## config.mk

```make
export PLATFORM = sky130hd
export DESIGN_NAME = seq_detect_ctrl
export DESIGN_NICKNAME = d
export VERILOG_FILES = /design/src/rtl/seq_detect_ctrl.sv
export SDC_FILE = /design/constraint.sdc
export NUM_CORES = 1
export LEC_CHECK = 0
export BUFFER_PORTS_ARGS = -buffer_cell sky130_fd_sc_hd__buf_2
export CAP_MARGIN = 10
export CORE_ASPECT_RATIO = 1.75
export CORE_MARGIN = 3
export CORE_UTILIZATION = 25
export DETAILED_ROUTE_END_ITERATION = 8
export REMOVE_ABC_BUFFERS = 1
export SLEW_MARGIN = 5
export SYNTH_ARGS = -nofsm -noshare
export SYNTH_HDL_FRONTEND = slang
export SYNTH_SLANG_ARGS = --single-unit
export TNS_END_PERCENT = 1
```

## constraint.sdc

```tcl
create_clock -name clk -period 2.5 [get_ports clk]
set_input_delay 0.125 -clock clk [delete_from_list [all_inputs] [get_ports clk]]
set_output_delay 0.125 -clock clk [all_outputs]
set_load 0.01 [all_outputs]
```

## src/rtl/seq_detect_ctrl.sv

```systemverilog
// ---------------------------------------------------------------------------
// seq_detect_ctrl
//
// Front-end controller for the serial sequence detector. Bytes arrive over a
// valid/ready handshake and are serialised MSB first, one bit per clock, into
// a bit-history register. The history is compared against a programmable
// pattern; each hit produces a one-cycle match pulse and bumps a saturating
// hit counter. Detection may be overlapping or non-overlapping. Pattern and
// mode can only be rewritten while the controller is idle.
//
// Ports
//   clk          in   1      clock, all flops on posedge
//   rst          in   1      asynchronous active-low reset
//   cfg_we       in   1      config write strobe (honoured only in IDLE)
//   cfg_pattern  in   PAT_W  new pattern, bit PAT_W-1 is the oldest bit
//   cfg_overlap  in   1      1 = overlapping, 0 = non-overlapping detection
//   in_valid     in   1      in_data valid
//   in_data      in   8      byte to serialise, bit 7 first
//   in_ready     out  1      byte accepted this cycle when in_valid is high
//   busy         out  1      controller is shifting a byte
//   match        out  1      one-cycle pulse per detected pattern
//   match_cnt    out  CNT_W  hits since reset/config, saturating
// ---------------------------------------------------------------------------
module seq_detect_ctrl #(
    parameter int unsigned      PAT_W       = 6,
    parameter int unsigned      CNT_W       = 8,
    parameter logic [PAT_W-1:0] DEF_PATTERN = PAT_W'(6'b101111)
) (
    input  logic             clk,
    input  logic             rst,
    input  logic             cfg_we,
    input  logic [PAT_W-1:0] cfg_pattern,
    input  logic             cfg_overlap,
    input  logic             in_valid,
    input  logic [7:0]       in_data,
    output logic             in_ready,
    output logic             busy,
    output logic             match,
    output logic [CNT_W-1:0] match_cnt
);

    // fill must be able to hold the value PAT_W itself
    localparam int unsigned       FILL_W    = $clog2(PAT_W + 1);
    localparam logic [FILL_W-1:0] FILL_FULL = FILL_W'(PAT_W);
    localparam logic [CNT_W-1:0]  CNT_MAX   = '1;

    typedef enum logic {
        S_IDLE  = 1'b0,
        S_SHIFT = 1'b1
    } state_t;

    state_t r_state;
    state_t w_state_next;

    logic [7:0]        r_buf;
    logic [2:0]        r_bit_idx;
    logic [PAT_W-1:0]  r_hist;
    logic [FILL_W-1:0] r_fill;
    logic              r_match;
    logic [CNT_W-1:0]  r_cnt;
    logic [PAT_W-1:0]  r_pattern;
    logic              r_overlap;

    logic              w_accept;
    logic              w_last_bit;
    logic              w_cfg_load;
    logic              w_bit;
    logic [PAT_W-1:0]  w_hist_next;
    logic [FILL_W-1:0] w_fill_next;
    logic              w_hit;

    // ------------------------------------------------------------------
    // Datapath helper signals
    // ------------------------------------------------------------------
    assign w_accept    = in_valid && in_ready;
    assign w_last_bit  = (r_bit_idx == 3'd0);
    assign w_cfg_load  = cfg_we && (r_state == S_IDLE);
    assign w_bit       = r_buf[r_bit_idx];
    assign w_hist_next = {r_hist[PAT_W-2:0], w_bit};
    assign w_fill_next = (r_fill == FILL_FULL) ? r_fill : (r_fill + FILL_W'(1));
    // A hit needs both the pattern in the window and a window full of bits
    // shifted since the last reset/config/non-overlap hit.
    assign w_hit       = (w_hist_next == r_pattern) && (w_fill_next == FILL_FULL);

    // ------------------------------------------------------------------
    // FSM: state register
    // ------------------------------------------------------------------
    always_ff @(posedge clk or negedge rst) begin
        if (!rst) begin
            r_state <= S_IDLE;
        end else begin
            r_state <= w_state_next;
        end
    end

    // ------------------------------------------------------------------
    // FSM: next-state logic
    // ------------------------------------------------------------------
    always_comb begin
        w_state_next = r_state;
        case (r_state)
            S_IDLE: begin
                if (w_accept) begin
                    w_state_next = S_SHIFT;
                end
            end
            S_SHIFT: begin
                // On the final bit a new byte may be taken so streams run
                // without a bubble.
                if (w_last_bit) begin
                    w_state_next = w_accept ? S_SHIFT : S_IDLE;
                end
            end
            default: w_state_next = S_IDLE;
        endcase
    end

    // ------------------------------------------------------------------
    // FSM: outputs
    // ------------------------------------------------------------------
    always_comb begin
        in_ready = 1'b0;
        busy     = 1'b0;
        case (r_state)
            S_IDLE:  in_ready = !cfg_we;
            S_SHIFT: begin
                in_ready = w_last_bit;
                busy     = 1'b1;
            end
            default: begin
                in_ready = 1'b0;
                busy     = 1'b0;
            end
        endcase
    end

    // ------------------------------------------------------------------
    // Datapath: byte buffer, history, fill, match and counter
    // ------------------------------------------------------------------
    always_ff @(posedge clk or negedge rst) begin
        if (!rst) begin
            r_buf     <= '0;
            r_bit_idx <= 3'd7;
            r_hist    <= '0;
            r_fill    <= '0;
            r_match   <= 1'b0;
            r_cnt     <= '0;
            r_pattern <= DEF_PATTERN;
            r_overlap <= 1'b1;
        end else begin
            r_match <= 1'b0;

            if (w_cfg_load) begin
                r_pattern <= cfg_pattern;
                r_overlap <= cfg_overlap;
                r_hist    <= '0;
                r_fill    <= '0;
                r_cnt     <= '0;
            end else if (r_state == S_SHIFT) begin
                r_hist    <= w_hist_next;
                r_match   <= w_hit;
                r_bit_idx <= r_bit_idx - 3'd1;
                // Non-overlapping mode restarts the fill count so the next
                // hit needs a full window of fresh bits; hist is kept.
                if (w_hit && !r_overlap) begin
                    r_fill <= '0;
                end else begin
                    r_fill <= w_fill_next;
                end
                if (w_hit && (r_cnt != CNT_MAX)) begin
                    r_cnt <= r_cnt + CNT_W'(1);
                end
            end

            // cfg load and accept are mutually exclusive: in_ready is low
            // whenever cfg_we is seen in IDLE.
            if (w_accept) begin
                r_buf     <= in_data;
                r_bit_idx <= 3'd7;
            end
        end
    end

    assign match     = r_match;
    assign match_cnt = r_cnt;

endmodule

```

### Yosys cells after proc, flatten, opt, wreduce, memory -nomap -nowiden

Index checks and enable logic that the tools add are counted.

| storage, ports and cells | value |
|---|---|
| flip-flop bits (word level) | 36 |
| bits in latches | 0 |
| RAM bits | 0 |
| ROM bits | 0 |
| output and inout bits | 11 |
| memories kept | 0 |

| operators by class | value |
|---|---|
| add/subtract/negate cells | 3 |
| $mul | 0 |
| div/mod/pow operators | 0 |
| $lt $le $gt $ge | 1 |
| eq/ne operators | 5 |
| shift operators | 0 |
| muxes and demuxes | 21 |
| bitwise gates (word level) | 1 |
| reduce and logical (&&, ||, !) cells | 13 |

Operator list:

| cell | count |
|---|---|
| 2-to-1 mux 8 bit | 3 |
| 2-to-1 mux 3 bit | 7 |
| 2-to-1 mux 5 bit | 2 |
| adder 8 x 1 -> 8 bit, second input constant | 1 |
| != test 8 bit, second input constant | 1 |
| == test 3 bit, second input constant | 2 |
| == test 6 bit | 1 |
| 2-to-1 mux 1 bit | 6 |
| nonzero test 2 bit | 3 |
| logical AND 1 bit | 5 |
| < comparator 3 x 4 -> 1 bit, second input constant | 1 |
| one-hot mux 1 bit (2 select lines) | 2 |
| AND reduction 2 bit | 2 |
| adder 3 x 1 -> 3 bit, second input constant | 1 |
| binary-select mux 1 bit (select 3 bit) | 1 |
| logical NOT 3 bit | 1 |
| subtractor 3 x 1 -> 3 bit, second input constant | 1 |
| logical NOT 1 bit | 2 |
| != test 2 bit, second input constant | 1 |
| NOT 1 bit | 1 |

### Longest topological paths before layout

| depth | value |
|---|---|
| depth in word-level cells | 8 |
| mapped depth | 8 |
| gate-level depth less buffers | 8 |

### Worst setup path after synthesis

Ideal clock, no wire load.

| timing path | value |
|---|---|
| kind | register to register |
| start point | register r_fill[0] |
| end point | register r_cnt[4] (netlist: match_cnt[4]) |
| setup time | 0.078 ns |
| arrival time | 2.359 ns |
| data required time | 2.422 ns |
| path slack | 0.063 ns |
| cell stages (with the launch flop) | 8 |
| buffers on the path | 0 |
| path through | dfrtp_1 -> inv_1 -> ha_1 -> o311a_1 -> nor4_1 -> nand2_2 -> or4_1 -> a21oi_1 |

| on the way | value |
|---|---|
| cells in the longest elaborated chain, start to end | 7 |
| elaborated cells between the ends (all ways) | 8 |
| classes of those cells | add/sub (1); eq/ne (2); mux (1); reduce/logical (4) |

Ends and longest elaborated chain:

| element | RTL line | text |
|---|---|---|
| start: declaration | 58 | `logic [FILL_W-1:0] r_fill;` |
| start signal: assignment | 168 | `r_fill <= w_fill_next;` |
| adder 3 x 1 -> 3 bit or == test 3 bit (tied branches) | 80 | `assign w_fill_next = (r_fill == FILL_FULL) ? r_fill : (r_fill + FILL_W'(1));` |
| 2-to-1 mux 3 bit * | 80 |  |
| == test 3 bit * | 83 | `assign w_hit = (w_hist_next == r_pattern) && (w_fill_next == FILL_FULL);` |
| logical AND 1 bit * | 83 |  |
| logical AND 1 bit * | 170 | `if (w_hit && (r_cnt != CNT_MAX)) begin` |
| nonzero test 2 bit (no line) * | n/a |  |
| AND reduction 2 bit (no line) * | n/a |  |
| end signal: assignment | 171 | `r_cnt <= r_cnt + CNT_W'(1);` |
| end: declaration | 60 | `logic [CNT_W-1:0] r_cnt;` |

Mark *: on every way between the ends. The rest lies on a longest branch, timed or not.
A chain may end at the register's enable or synchronous reset.

### Worst setup path in the final report

| timing path | value |
|---|---|
| start point | register r_fill[0] |
| end point | register r_cnt[5] (netlist: match_cnt[5]) |

The elaborated chain is that of the path after synthesis.

==> impl_metrics.json <==
{
  "path_class": "reg -> reg",
  "vias_per_cell": 4.74,
  "dp.cells": 299,
  "antenna_found_initial": 0,
  "gr-usage-all-layers_pct": 10.3,
  "syn_area_per_cell_um2": 10.1,
  "synth-main-ff-cell": "dfrtp_1",
  "drc": 0,
  "clockRootBuffer": "clkbuf_16",
  "first_global_vias": 1469,
  "cpPeakStageDelay_ns": 0.41,
  "seqPwrFrac_pct": 39.2,
  "grt_pass1_wl_um": 6880,
  "vias": 1459,
  "syn_area_mm2": 0.00187,
  "port_buffers": 29,
  "grt_max_degree": 37,
  "p_int_mw": 1.73,
  "maxCapViolCount": 0,
  "num_rows": 41,
  "cp-start-kind": "flip-flop",
  "drt_iter0_drc": 45,
  "synth-async-reset-ratio_pct": 100,
  "cts_resized": 0,
  "htree_levels": 2,
  "cts_tree": "yes",
  "clk_latency_ns": 0.28,
  "hpwl_um": 3150,
  "firstDrtPassIters": 4,
  "die_height_um": 121,
  "worstSetupEndpointType": "flip-flop",
  "antennaDiodeCount": 0,
  "cts.hold.buffers_added": 1,
  "clock.fmax_mhz": 435,
  "setup_viol": 0,
  "gp_congestion": 0.746,
  "ys_types": 38,
  "cp_top_family": "simple AND/OR/NAND/NOR gates",
  "start_util_pct": 25.9,
  "p_clk_share_pct": 22.1,
  "grt_overflow": 0,
  "path_cells": "inv_1, ha_1, o311a_1, nor4_1, buf_4, nand2_2, or4_1, a21oi_1",
  "slowest_stage": "or4_1",
  "max_slew_margin_pct": 46.1,
  "synth-seq-area-share_pct": 48.7,
  "numCtsBuffers": 5,
  "antenna_left": 0,
  "synth_cells": 186,
  "status": "finished, final reports clean",
  "area_delta_synth_final_pct": 21.7,
  "fill_cells": 740,
  "post-route-period-util_pct": 92.0,
  "critical_path.max_fanout": 6,
  "cts.sinks": 36,
  "layout-drive-gt1-share_pct": 29.3,
  "fin_nets": 245,
  "rsz0062_at_grt": "no",
  "drv_slew": 0,
  "finalCriticalPeriod_ns": 2.30,
  "ioPinCount": 30,
  "power.leakage_nw": 1.06,
  "p_sw_mw": 0.963,
  "crit_required_ns": 2.70,
  "hold_viol_final": 0,
  "die_area_mm2": 0.00861,
  "power_frac_comb_pct": 38.6,
  "arrival_ns": 2.50,
  "skew_ns": 0.00538,
  "fp.dieW_um": 71.5,
  "hp-class": "in -> reg",
  "ir_worst_vdd_v": 0.000540,
  "tightest_slew_ns": 0.809,
  "ys_ff_latch": 36,
  "cts_buffer_depth": 2,
  "clkTransAtPathRegs_ns": 0.06,
  "fin_tns_setup_ns": 0,
  "postCtsSetupBuffers": 0,
  "switching_share_pct": 35.8,
  "ys_warn_count": 0,
  "multiInputGateArea_um2": 906,
  "wl_per_cell_um": 13.5,
  "synth-edff-count": 0,
  "crit_buf_inv": 2,
  "power_density_mw_per_mm2": 1180,
  "core_area_mm2": 0.00723,
  "fin_cells": 308,
  "wirelength_um": 4160,
  "regArea_um2": 912
}
## worst paths after layout
check / from / end / slack (ns) / depth (start not counted)
setup / recovery: r_fill[0]$_DFFE_PN0P_ / match_cnt[5]$_DFFE_PN0P_ / 0.20 / 8
hold / removal: cfg_pattern[1] / r_pattern[1]$_DFFE_PN1P_ / 0.03 / 3
setup reg to reg: r_fill[0]$_DFFE_PN0P_ / match_cnt[5]$_DFFE_PN0P_ / 0.20 / 8
hold reg to reg: r_overlap$_DFFE_PN1P_ / r_overlap$_DFFE_PN1P_ / 0.46 / 2
max in group asynchronous: rst / match_cnt[2]$_DFFE_PN0P_ / 1.51 / 2
min in group asynchronous: rst / r_hist[4]$_DFFE_PN0P_ / 0.48 / 2
## Yosys cell counts, types with 2 or more instances
| cell type | number | area (µm²) |
|---|---|---|
| or4_1 | 3 | 22.5 |
| nand3_1 | 8 | 40.0 |
| o31ai_1 | 2 | 15.0 |
| a32o_1 | 2 | 20.0 |
| mux2_2 | 8 | 90.1 |
| nand2_1 | 35 | 131 |
| a21oi_1 | 7 | 35.0 |
| nor2b_1 | 6 | 37.5 |
| mux2i_1 | 6 | 60.1 |
| a22o_1 | 4 | 35.0 |
| nand2b_1 | 3 | 18.8 |
| dfrtp_1 | 27 | 676 |
| xnor2_1 | 6 | 52.6 |
| nor3_1 | 2 | 10.0 |
| o21ai_0 | 9 | 45.0 |
| and3_1 | 3 | 18.8 |
| clkbuf_1 | 5 | 18.8 |
| a221o_1 | 2 | 20.0 |
| nor2_1 | 11 | 41.3 |
| inv_1 | 7 | 26.3 |
| dfstp_2 | 9 | 236 |
| ha_1 | 5 | 62.6 |
## cells in the final DEF, fill, tap and decap left out, types with 2 or more instances in the layout
| master | netlist | layout |
|---|---|---|
| and3_1 | 3 | 3 |
| or4_1 | 3 | 3 |
| clkinv_2 | 0 | 2 |
| o21ai_0 | 9 | 9 |
| buf_4 | 0 | 4 |
| xnor2_1 | 6 | 6 |
| nand3_1 | 8 | 8 |
| mux2_2 | 8 | 8 |
| nor2_1 | 11 | 11 |
| a221o_1 | 2 | 2 |
| a22o_1 | 4 | 4 |
| dfstp_2 | 9 | 9 |
| inv_1 | 7 | 7 |
| dfrtp_1 | 27 | 27 |
| a21oi_1 | 7 | 7 |
| ha_1 | 5 | 5 |
| nand2_1 | 35 | 35 |
| a32o_1 | 2 | 2 |
| o31ai_1 | 2 | 2 |
| buf_2 | 0 | 29 |
| nor2b_1 | 6 | 6 |
| mux2i_1 | 6 | 6 |
| nor3_1 | 2 | 2 |
| clkbuf_16 | 0 | 5 |
| nand2b_1 | 3 | 3 |
## worst min-delay path: stages
cell and delay, ns:
buf_2 0.09, nand2_1 0.04, nand2_1 0.04
## flip-flops by register name, summed over array words and instances (netlist names)
signal     count
r_overlap      1
r_fill         3
r_hist         5
match_cnt      8
match          1
r_state        1
r_pattern      6
r_buf          8
r_bit_idx      3
## cells by family (layout without fill, tap and decap cells)
| family | count (synthesis) | count (layout) | synth area share (%) |
|---|---|---|---|
| buf+inv | 13 | 49 | 3.00 |
| xor+xnor | 8 | 8 | 4.14 |
| simple gates | 77 | 77 | 20.2 |
| flops | 36 | 36 | 48.7 |
| compound gates | 32 | 32 | 11.8 |
| fa+ha+maj | 5 | 5 | 3.34 |
| mux | 15 | 15 | 8.81 |
## final cells by class
cell class,instances,area share (%)
Sequential cell,36,40.0
Multi-Input combinational cell,137,39.7
Timing Repair Buffer,34,8.12
Clock buffer,5,5.49
Tap cell,86,4.72
Inverter,7,1.15
Clock inverter,3,0.823
## per-stage QoR
stage	cell area, µm²	util, %	hold WS (ns)	setup slack [ns]	total power [mW]
after floorplan	1840	-	-0.171	0.0608	1.82
after global placement	2130	29.4	0.268	0.258	2.08
after detailed placement	2130	29.4	0.269	0.235	2.11
after CTS	2280	31.5	0.0239	0.193	2.73
after global routing	2280	31.5	0.0414	0.0263	2.91
final	2280	31.5	0.0299	0.200	2.69
## power groups by stage
stage               sequential [mW]  combinational [mW]  clock (mW)
floorplan                      1.04               0.785           0
global placement               1.06                1.02           0
detailed placement             1.07                1.05           0
CTS                            1.06                1.06       0.616
global route                   1.09                1.18       0.643
finish                         1.05                1.04       0.595
## routing by layer
metal / vias up / routed length [µm] / track usage, %
li1: 723 / - / -
met1: 698 / 1560 / 10.4
met2: 27 / 2320 / 18.8
met3: 11 / 172 / 3.08
met4: 0 / 104 / 4.59
met5: - / 0 / 0
Note: power is estimated with default switching activity, not from simulation.
